### config.mk
export PLATFORM = sky130hd
export DESIGN_NAME = port_link
export DESIGN_NICKNAME = d
export VERILOG_FILES = /design/src/rtl/port_link.sv
export SDC_FILE = /design/constraint.sdc
export NUM_CORES = 1
export LEC_CHECK = 0
export CORE_MARGIN = 10
export CORE_UTILIZATION = 45
export CTS_BUF_LIST = sky130_fd_sc_hd__clkbuf_8
export DETAILED_ROUTE_END_ITERATION = 6
export PLACE_DENSITY_LB_ADDON = 0.3
export SYNTH_ARGS = -nofsm -noshare
export SYNTH_HDL_FRONTEND = slang
export SYNTH_SLANG_ARGS = --single-unit
### constraint.sdc
create_clock -name clk -period 1.8 [get_ports clk]
set_input_delay 0.54 -clock clk [delete_from_list [all_inputs] [get_ports clk]]
set_output_delay 0.54 -clock clk [all_outputs]
set_load 0.01 [all_outputs]
### src/rtl/port_link.sv
// Responder end of the CPU port handshake: a circular word buffer between a
// stall-on-full writer and a level-request reader served by a small read FSM.
module port_link #(
    parameter int WORD_SIZE = 8,
    parameter int DEPTH     = 4
) (
    input  logic                         clk,
    input  logic                         rst_n,
    input  logic                         wr_en,
    input  logic [WORD_SIZE-1:0]         wr_data,
    output logic                         wr_stall,
    output logic                         write_finish,
    input  logic                         rd_req,
    output logic                         read_start,
    output logic                         rd_valid,
    output logic [WORD_SIZE-1:0]         rd_data,
    output logic [$clog2(DEPTH+1)-1:0]   count,
    output logic [1:0]                   link_state
);

    localparam int PW = $clog2(DEPTH);
    localparam int CW = $clog2(DEPTH+1);

    typedef enum logic [1:0] {
        IDLE = 2'd0,
        WAIT = 2'd1,
        DATA = 2'd2
    } state_t;

    state_t state;
    state_t next_state;

    logic [WORD_SIZE-1:0] mem [DEPTH];
    logic [PW-1:0]        wr_ptr;
    logic [PW-1:0]        rd_ptr;

    logic full;
    logic empty;
    logic push;
    logic pop;
    logic start;

    assign full       = (count == CW'(DEPTH));
    assign empty      = (count == '0);
    assign wr_stall   = full;
    assign push       = wr_en && !full;
    assign link_state = state;

    always_ff @(posedge clk or negedge rst_n) begin
        if (!rst_n) begin
            state <= IDLE;
        end else begin
            state <= next_state;
        end
    end

    always_comb begin
        next_state = state;
        case (state)
            IDLE: if (rd_req) next_state = empty ? WAIT : DATA;
            WAIT: begin
                if (!rd_req)     next_state = IDLE;
                else if (!empty) next_state = DATA;
            end
            DATA: begin
                if (!rd_req)    next_state = IDLE;
                else if (empty) next_state = WAIT;
            end
            default: next_state = IDLE;
        endcase
    end

    // A pop happens on any edge where the reader wants a word and one is stored;
    // only the IDLE exit counts as a new request.
    always_comb begin
        pop   = 1'b0;
        start = 1'b0;
        case (state)
            IDLE: begin
                start = rd_req;
                pop   = rd_req && !empty;
            end
            WAIT:    pop = rd_req && !empty;
            DATA:    pop = rd_req && !empty;
            default: pop = 1'b0;
        endcase
    end

    always_ff @(posedge clk) begin
        if (push) mem[wr_ptr] <= wr_data;
    end

    always_ff @(posedge clk or negedge rst_n) begin
        if (!rst_n) begin
            wr_ptr       <= '0;
            rd_ptr       <= '0;
            count        <= '0;
            rd_data      <= '0;
            rd_valid     <= 1'b0;
            read_start   <= 1'b0;
            write_finish <= 1'b0;
        end else begin
            write_finish <= push;
            read_start   <= start;
            rd_valid     <= pop;
            if (push) wr_ptr <= wr_ptr + PW'(1);
            if (pop) begin
                rd_data <= mem[rd_ptr];
                rd_ptr  <= rd_ptr + PW'(1);
            end
            case ({push, pop})
                2'b10:   count <= count + CW'(1);
                2'b01:   count <= count - CW'(1);
                default: count <= count;
            endcase
        end
    end

endmodule
==> run_results.csv <==
group,metric,value,unit
critical_path,crit_required,1.99,ns
run_status,violations,"setup timing",
layout,finalInstanceArea,2680,sq um
drt,drc,0,
floorplanning,dieArea,7650,sq um
drt,wl_per_cell,16.4,um
critical_path,cp-startpoint,"count[1]",
critical_path,crit_path_cell_trace,"buf_6 > or3_4 > nand2_4 > inv_4 > ha_4 > inv_2 > fa_2 > xor2_1 > nor2_1 > xor2_1",
clock_tree,root_buffer,"clkbuf_8",
timing,post-route-min-period,1.90,ns
clock_tree,cts-hold-fix-buffers,0,
pwr,leakage,1.07,nW
timing,period_share,106,%
floorplanning,start_util,46.7,%
timing,hold_ws,0.512,ns
synth,synth.avg_cell_area,19.2,sq um
grt,grt_pass1_vias,1151,
flow_run,max_cap_viol_count,0,
placed_design,dpl.cell_count,201,
grt,grt-ovfl-total,0,
timing,max_freq,0.525,GHz
drt,first_pass_iters,4,
drt,vias,1035,
placed_design,portBuffers,28,
layout,syn2layout_area_growth,30.6,%
timing,layout_setup_ws,-0.105,ns
synth,ys_ff_latch,52,
critical_path,cp.arrival,2.10,ns
critical_path,path_max_fanout,2,
grt,grt_pass1_wl,5.84,mm
run_status,status,"finished with violations",
floorplanning,coreArea,4380,sq um
grt,antenna_found_initial,0,
timing,rsz0062_at_grt,"true",
synth,synth-seq-area-share,71.3,%
layout,antenna_cells,0,
critical_path,r2r-end,"count[2]",
min_path,hold_class,"reg -> reg",
clock_tree,cts_tree,"built",
placed_design,dpl_cell_area,2530,sq um
clock_tree,clock_latency,0.30,ns
drt,first_iter_violations,49,
critical_path,cpMaxStageDelayCell,"dfrtp_1",
timing,setup_viol,2,
critical_path,crit_top_cell,"xor2_1",
placed_design,dp_hpwl,2.60,mm
layout,n_fill_cell,332,
timing,drv_slew,0,
pwr,powerDensity,1590,nW/um^2
timing,worst-slew-pin-transition,0.429,ns
drt,wl,3.50,mm
synth,synth.distinct_cells,21,
placed_design,routabilityCongestion,0.846,
grt,grt_use_met2,17.0,%
pwr,vdd_drop_max,0.796,mV
clock_tree,numCtsBuffers,5,
critical_path,crit_path_end_kind,"flop",
critical_path,crit_type,"reg -> reg",
clock_tree,cts_sinks,52,
timing,hold_viol_final,0,
clock_tree,path_clk_slew,0.09,ns
placed_design,place_ws,-0.622,ns
synth,ys.warnings.count,0,
synth,netlist_instances,107,
floorplanning,die_h,87.5,um
critical_path,start_kind,"flop",
grt,grtUsageTotal,10.1,%
layout,drive_above_1_share,36.6,%
grt,grt_max_degree,21,
min_path,hold_depth,1,
grt,grt.met3_usage,3.65,%
critical_path,reg2reg_depth,10,
grt,top_usage_layer,"met2",
layout,fin_cells,213,
drt,ant_nets,0,
min_path,holdPathEnd,"rd_data[4]",
timing,relSlewSlack,71.4,%
floorplanning,row_count,24,
clock_tree,h-tree-depth,2,
layout,layout_common_cells,"32 x edfxtp_1, 21 x buf_4, 20 x clkdlybuf4s50_1",
layout,layout_commonest_cell,"edfxtp_1",
floorplanning,pin_count,29,
layout,finalNetCount,178,
critical_path,max_stage_delay,0.40,ns
critical_path,ff2ff_setup_slack,-0.10,ns
timing,skew,0.00993,ns
synth,syn_nets,125,
min_path,hold_start,"rd_data[4]",
synth,syn_area,2050,sq um
floorplanning,die_width,87.5,um
drt,viasPerCell,4.86,
clock_tree,clock_path_buffers,2,
grt,use_met1,11.5,%
pwr,p_total,4.26,mW
critical_path,timing.rr.start,"count[1]",
-- through the flow --
step,util (%),TNS [ns]
floorplan,-,-0.294
global placement,57.6,-6.32
detailed placement,57.6,-7.47
CTS,60.8,-0.164
global route,61.1,-0.329
finish,61.1,-0.183
-- layer usage --
layer / vias to the layer above / part of all wire (%)
li1: 492 / -
met1: 512 / 38
met2: 29 / 53
met3: 2 / 7.6
met4: 0 / 0.54
met5: - / 0
-- worst max-delay path, delay by kind of cell, from the launching register on --
kind	cells	cell delay (ns)
AND/OR/NAND/NOR	3	0.55
XOR/XNOR	2	0.29
adder cells (fa/ha/maj)	2	0.34
flip-flops	1	0.40
buffers and inverters	3	0.22
-- report_power, final --
part	total, mW	switching (mW)	internal, mW	leakage (nW)
combinational	1.66	0.674	0.982	0.489
clock	0.773	0.361	0.411	0.0541
sequential	1.83	0.193	1.64	0.530
total	4.26	1.23	3.03	1.07
-- registers in the layout, indices dropped and copies added, names as in the netlist --
register	cells
wr_ptr	2
link_state	2
rd_data	8
rd_valid	1
write_finish	1
count	3
rd_ptr	2
read_start	1
mem	32
-- Yosys cell counts, drive strengths merged --
| master | n | share of area, % |
|---|---|---|
| a21boi | 1 | 0.37 |
| and2 | 4 | 1.2 |
| buf | 3 | 1.6 |
| clkbuf | 1 | 0.18 |
| dfrtp | 20 | 24 |
| edfxtp | 32 | 47 |
| fa | 1 | 0.98 |
| ha | 5 | 3.1 |
| inv | 8 | 1.5 |
| mux2 | 9 | 5.3 |
| mux2i | 1 | 0.49 |
| mux4 | 8 | 8.8 |
| nand2 | 1 | 0.31 |
| nand3 | 1 | 0.24 |
| nor2 | 1 | 0.18 |
| nor2b | 2 | 0.61 |
| nor3b | 2 | 0.73 |
| or3 | 1 | 0.55 |
| xnor2 | 4 | 1.7 |
| xor2 | 2 | 0.85 |
-- area by class of cell --
| type | instances | area (sq um) | share of cell area [%] |
|---|---|---|---|
| clock buffer | 5 | 68.8 | 2.57 |
| clock inverter | 3 | 42.5 | 1.59 |
| inverter | 8 | 32.5 | 1.21 |
| multi-input combinational | 43 | 566 | 21.1 |
| sequential | 52 | 1460 | 54.6 |
| tap | 52 | 65.1 | 2.43 |
| timing repair buffer | 50 | 440 | 16.4 |
-- cells by family after synthesis --
logic type                 count (synthesis)  share of synthesized area (%)
AOI/OAI and AO/OA                          1                          0.366
xor gates and xnor gates                   6                           2.56
DFF                                       52                           71.3
and+or+nand+nor                           12                           3.85
adders and majority gates                  6                           4.03
buffers and inverters                     12                           3.30
muxes                                     18                           14.6
-- worst max path at each step --
| stage | end | slack (ns) | depth (start not counted) |
|---|---|---|---|
| floorplan | count[2] | -0.18 | 10 |
| global placement | count[2] | -0.54 | 10 |
| detailed placement | count[2] | -0.62 | 10 |
| CTS | count[2] | -0.1 | 10 |
| global route | count[2] | -0.19 | 10 |
| finish | count[2] | -0.10 | 10 |
-- what timing repair did --
action,CTS,global route
pin swaps,6,3
gates resized for setup,12,4
buffers inserted,4,0
endpoints found under the setup margin,8,4
(Power assumes the default switching activity.)
